`config.mk`:
```
export PLATFORM = sky130hd
export DESIGN_NAME = mem_bus_ctrl
export DESIGN_NICKNAME = d
export VERILOG_FILES = /design/src/rtl/mem_bus_pkg.sv /design/src/rtl/mem_wait_cnt.sv /design/src/rtl/mem_bus_ctrl.sv
export SDC_FILE = /design/constraint.sdc
export NUM_CORES = 1
export LEC_CHECK = 0
export ABC_AREA = 1
export CORE_UTILIZATION = 37
export DETAILED_ROUTE_END_ITERATION = 10
export PLACE_DENSITY = 0.75
export SYNTH_ARGS = -nofsm -noshare
export SYNTH_HDL_FRONTEND = slang
export SYNTH_SLANG_ARGS = --single-unit
```
`constraint.sdc`:
```
create_clock -name CLK -period 1.1 [get_ports CLK]
set_input_delay 0.275 -clock CLK [delete_from_list [all_inputs] [get_ports CLK]]
set_output_delay 0.275 -clock CLK [all_outputs]
set_load 0.005 [all_outputs]
```
`src/rtl/mem_bus_pkg.sv`:
```
// mem_bus_pkg: shared state encoding, default sizes and wait-count helpers for mem_bus_ctrl
package mem_bus_pkg;
  typedef enum logic [1:0] {IDLE = 2'd0, SETUP = 2'd1, ACCESS = 2'd2, DONE = 2'd3} state_t;
  localparam int AW_DEF = 16;
  localparam int DW_DEF = 8;
  localparam int WAIT_DEF = 2;
  function automatic int wait_eff(input int w);
    return w < 1 ? 1 : w;
  endfunction
  function automatic int wait_w(input int w);
    return $clog2(wait_eff(w) + 1);
  endfunction
  localparam int WAIT_W = wait_w(WAIT_DEF);
endpackage

```
`src/rtl/mem_wait_cnt.sv`:
```
// mem_wait_cnt: loadable wait-state down-counter; zero marks the cycle whose closing edge empties it
module mem_wait_cnt #(
  parameter int W = 2
) (
  input  logic         CLK,
  input  logic         R,
  input  logic         load,
  input  logic [W-1:0] value,
  output logic         zero
);
  logic [W-1:0] cnt_q, cnt_d;
  // load wins, otherwise count down and park at zero
  always_comb cnt_d = load ? value : (cnt_q != '0 ? cnt_q - 1'b1 : cnt_q);
  // count register
  always_ff @(posedge CLK)
    if (R) cnt_q <= '0;
    else cnt_q <= cnt_d;
  assign zero = cnt_q <= W'(1);
endmodule

```
`src/rtl/mem_bus_ctrl.sv`:
```
// mem_bus_ctrl: CPU-to-async-SRAM bus controller with wait states; MEM_ROM_PROTECT_EN blocks writes at/above ROM_BASE
module mem_bus_ctrl
  import mem_bus_pkg::*;
#(
  parameter int AW = AW_DEF,
  parameter int DW = DW_DEF,
  parameter int WAIT_CYCLES = WAIT_DEF,
  parameter logic [AW-1:0] ROM_BASE = AW'(16'hE000)
) (
  input  logic          CLK,
  input  logic          R,
  input  logic          REQ,
  input  logic          WE,
  input  logic [AW-1:0] ADDR,
  input  logic [DW-1:0] DIN,
  output logic [DW-1:0] DOUT,
  output logic          RDY,
  output logic          ERR,
  output logic [AW-1:0] sADDR,
  output logic [DW-1:0] sDQ_O,
  input  logic [DW-1:0] sDQ_I,
  output logic          sDQ_OE,
  output logic          sCEN,
  output logic          sOEN,
  output logic          sWEN
);
  localparam int WEFF = wait_eff(WAIT_CYCLES);
  localparam int WW = wait_w(WAIT_CYCLES);
`ifdef MEM_ROM_PROTECT_EN
  localparam logic PROT = 1'b1;
`else
  localparam logic PROT = 1'b0;
`endif
  state_t state_q;
  logic we_q, blk_q, rdy_q, err_q, oe_q, cen_q, oen_q, wen_q, zero, blk;
  logic [DW-1:0] dout_q, wd_q;
  logic [AW-1:0] addr_q;
  assign blk = PROT & WE & (ADDR >= ROM_BASE);
  mem_wait_cnt #(.W(WW)) u_cnt (
    .CLK(CLK),
    .R(R),
    .load(state_q == SETUP),
    .value(WW'(WEFF)),
    .zero(zero)
  );
  // access sequencer with registered SRAM strobes and CPU handshake
  always_ff @(posedge CLK)
    if (R) begin
      state_q <= IDLE;
      we_q <= 1'b0;
      blk_q <= 1'b0;
      dout_q <= '0;
      rdy_q <= 1'b0;
      err_q <= 1'b0;
      addr_q <= '0;
      wd_q <= '0;
      oe_q <= 1'b0;
      cen_q <= 1'b1;
      oen_q <= 1'b1;
      wen_q <= 1'b1;
    end else
      case (state_q)
        IDLE: if (REQ) begin
          state_q <= SETUP;
          we_q <= WE;
          blk_q <= blk;
          addr_q <= ADDR;
          wd_q <= DIN;
          cen_q <= 1'b0;
          oe_q <= WE & ~blk;
        end
        SETUP: begin
          state_q <= ACCESS;
          oen_q <= we_q;
          wen_q <= ~we_q | blk_q;
        end
        ACCESS: if (zero) begin
          state_q <= DONE;
          oen_q <= 1'b1;
          wen_q <= 1'b1;
          rdy_q <= 1'b1;
          err_q <= blk_q;
          if (!we_q) dout_q <= sDQ_I;
        end
        default: begin
          state_q <= IDLE;
          rdy_q <= 1'b0;
          err_q <= 1'b0;
          cen_q <= 1'b1;
          oe_q <= 1'b0;
        end
      endcase
  assign DOUT = dout_q;
  assign RDY = rdy_q;
  assign ERR = err_q;
  assign sADDR = addr_q;
  assign sDQ_O = wd_q;
  assign sDQ_OE = oe_q;
  assign sCEN = cen_q;
  assign sOEN = oen_q;
  assign sWEN = wen_q;
endmodule

```
==> flow_summary.ini <==
[cts]
clock_root_buffer_master = clkbuf_8
clock_tree.buffer_depth = 2
cts_num_sinks = 42
cts-buffers-inserted = 5
cts_tree = yes
clk_pin_slew_worst_paths_ns = 0.08
worst_skew_pair.late_latency_ns = 0.29
cts_htree_levels = 2

[yosys]
synth_seq_area_share = 0.5091
syn_area_sq_um = 1652
synth_area_leader = dfxtp_1
post_synth_num_cell_types = 22
synth.net_count = 259
synth_top_area_frac = 0.5091
synth.ff_latch_count = 42
syn_avg_cell_area_sq_um = 7.541
number_of_instances_in_the_synthesized_netlist = 219
yosys_warn_count = 0
netlist_top_cells_area = dfxtp_1, nor2_1, nand2_1

[drt]
routedWlPerCell_um = 13.15
number_of_vias_per_cell = 4.783
detail-route-antenna-nets = 0
routed-via-count = 1698
first_pass_iters = 4
routed_wirelength_um = 4670
first_iter_violations = 85
route.detailed.drc = 0

[sta]
post-route-min-period_ns = 1.177
timing.final.max_slew_violations = 0
maxClockFrequency_mhz = 849.7
finalClockSkew_ns = 0.006003
setup_viol = 32
grt_setup_unrepaired = true
whs_ns = 0.4349
final.setup.worst_slack_ns = -0.07687
post-route-period-util = 1.070
hold_violations = 0
final.setup.tns_ns = -1.054

[worst_setup_path]
worst-endpoint-required_ns = 1.28
reg2reg_depth = 6
critPathLaunch = state_q[1]$_SDFFE_PP0P_
endpoint_of_the_lowest_slack_register_to_register_path = sDQ_O[3]$_SDFFE_PP0P_
worstSetupStartpointType = flip-flop
timing_worst_setup_path_type = flip-flop to flip-flop
element_type_at_the_critical_path_end = flip-flop
worstPathMaxFanout = 6
crit_arrival_ns = 1.36
crit_end = sDQ_O[3]$_SDFFE_PP0P_
minimum_setup_slack_among_reg_to_reg_paths_ns = -0.08
critical_path.reg2reg.startpoint = state_q[1]$_SDFFE_PP0P_

[pwr]
leakage_power_figure_nw = 1.287
power.ir.vdd_worst_uv = 1453
pwrdens_nw_per_um2 = 2513

[die]
initial_utilization = 0.3986
floorplan.die.height_um = 68.81
coreArea_sq_um = 4144
die_w_um = 68.81
pin_count = 74
die_area_sq_um = 4735
site_rows = 23

[run]
drv.max_cap_violation_count = 0

[placement]
gp_routability_congestion = 0.7159
hpwlAfterDp_um = 2878
count_of_buffers_from_port_buffering = 72
dpl_cells = 341

[outcome]
status = complete, but fails checks
violated_checks = negative setup slack

[global_routing]
grt_max_degree = 28
initial_antenna_violation_count = 0
overflow = 0
global_route.usage.total = 0.2006
grt_first_pass_wirelength_um = 6906
grt_pass1_vias = 1554

[hold_path]
worstHoldPathType = flip-flop to flip-flop

[finish]
area_of_combinational_cells_with_multiple_inputs_sq_um = 883.3
fillCellCount = 349
drive_gt1_frac = 0.4951
final_cell_count_no_fill = 355
seqCellArea_sq_um = 889.6
layout-area-overhead-vs-synth_pct = 68.33
post-route-util = 0.6709
diodes = 0
design.final.nets = 345
==> repair_timing <==
| item | 4_1_cts | 5_1_grt |
|---|---|---|
| gates cloned | 2 | 2 |
| pin swaps | 2 | 5 |
| setup buffers | 2 | 1 |
| hold buffers | 0 | 0 |
| gates resized for setup | 189 | 52 |
| endpoints found under the setup margin | 70 | 66 |
==> stage by stage <==
step,instance area [sq um],power (mW),setup slack [ns]
2_1_floorplan,1690,3.870,-0.008297
3_3_place_gp,2510,5.139,-0.2931
3_5_place_dp,2510,5.220,-0.3083
4_1_cts,2776,6.786,-0.02763
5_1_grt,2780,7.504,-0.1306
6_report,2780,6.988,-0.07687
==> synthesized netlist by cell type <==
library cell	count
a21oi_1	5
buf_2	3
buf_4	1
buf_6	3
clkbuf_2	1
clkbuf_4	1
clkinv_2	1
conb_1	1
dfxtp_1	42
ha_1	4
inv_1	16
inv_2	1
nand2_1	33
nand2_2	3
nand3_1	4
nand3b_4	1
nand4_1	1
nor2_1	71
nor4_1	1
o211ai_1	1
o21ai_0	20
o21ai_1	5
==> kinds of logic (layout without fill, tap and decap cells) <==
kind of cell               count (synthesis)  in the layout  share of synthesized area
and+or+nand+nor                          114            115                     0.2796
DFF                                       42             42                     0.5091
AOI/OAI and AO/OA                         31             31                    0.09545
other                                      1              1                   0.002271
buffers and inverters                     27            112                    0.08333
adders and majority gates                  4              4                    0.03030
==> metal layers <==
metal  vias up  part of all wire  wire length (um)  GRT usage
li1        853                 -                 -          -
met4         0             0.020                93    0.07653
met5         -                 0                 0          0
met2        46              0.49              2309     0.3480
met1       791              0.43              2026     0.2420
met3         8             0.052               241    0.04112
==> state kept, by name, summed over array words and instances (netlist names), 2 cells and up <==
register     flops
DOUT             8
sADDR           16
sDQ_O            8
state_q          2
u_cnt.cnt_q      2
==> cells in the final DEF, fill, tap and decap left out, drive strengths merged <==
cell type / instances
buf: 32
clkdlybuf4s50: 34
dlygate4sd2: 1
bufinv: 1
inv: 18
conb: 1
nand3: 4
o211ai: 1
ha: 4
nand4: 1
dfxtp: 42
nor4: 1
a21oi: 5
o21ai: 25
nand2: 36
nor2: 71
clkbuf: 26
nand3b: 2
==> where the power goes <==
part           leakage (nW)  internal [mW]  switching (mW)
Clock                0.0573          0.726           0.508
Combinational         0.871           1.61            1.76
Sequential            0.358           2.11           0.268
==> final cells by class <==
type / count / share of cell area
Clock buffer: 6 / 0.02970
Multi-Input combinational cell: 151 / 0.3177
Tap cell: 50 / 0.02250
Clock inverter: 1 / 0.01080
Inverter: 18 / 0.03060
Sequential cell: 42 / 0.3200
Timing Repair Buffer: 87 / 0.2687
==> worst min-delay path by stage <==
| stage | end | cells after the start | start | slack (ns) |
|---|---|---|---|---|
| 6_report | u_cnt.cnt_q[0]$_SDFFE_PP0P_ | 1 | u_cnt.cnt_q[0]$_SDFFE_PP0P_ | 0.43 |
| 5_1_grt | u_cnt.cnt_q[0]$_SDFFE_PP0P_ | 1 | u_cnt.cnt_q[0]$_SDFFE_PP0P_ | 0.45 |
| 4_1_cts | u_cnt.cnt_q[0]$_SDFFE_PP0P_ | 1 | u_cnt.cnt_q[0]$_SDFFE_PP0P_ | 0.43 |
| 3_5_place_dp | u_cnt.cnt_q[0]$_SDFFE_PP0P_ | 1 | u_cnt.cnt_q[0]$_SDFFE_PP0P_ | 0.42 |
| 3_3_place_gp | u_cnt.cnt_q[0]$_SDFFE_PP0P_ | 1 | u_cnt.cnt_q[0]$_SDFFE_PP0P_ | 0.41 |
| 2_1_floorplan | state_q[1]$_SDFFE_PP0P_ | 1 | R | 0.34 |
==> worst max-delay path, cell delays in order, from the launching register on <==
cell and delay (ns):
dfxtp_2 0.33, inv_2 0.08, ha_4 0.18, nand2_8 0.11
clkbuf_16 0.19, o21ai_2 0.13, nor2_1 0.05
Note: power is estimated with default switching activity, not from simulation.
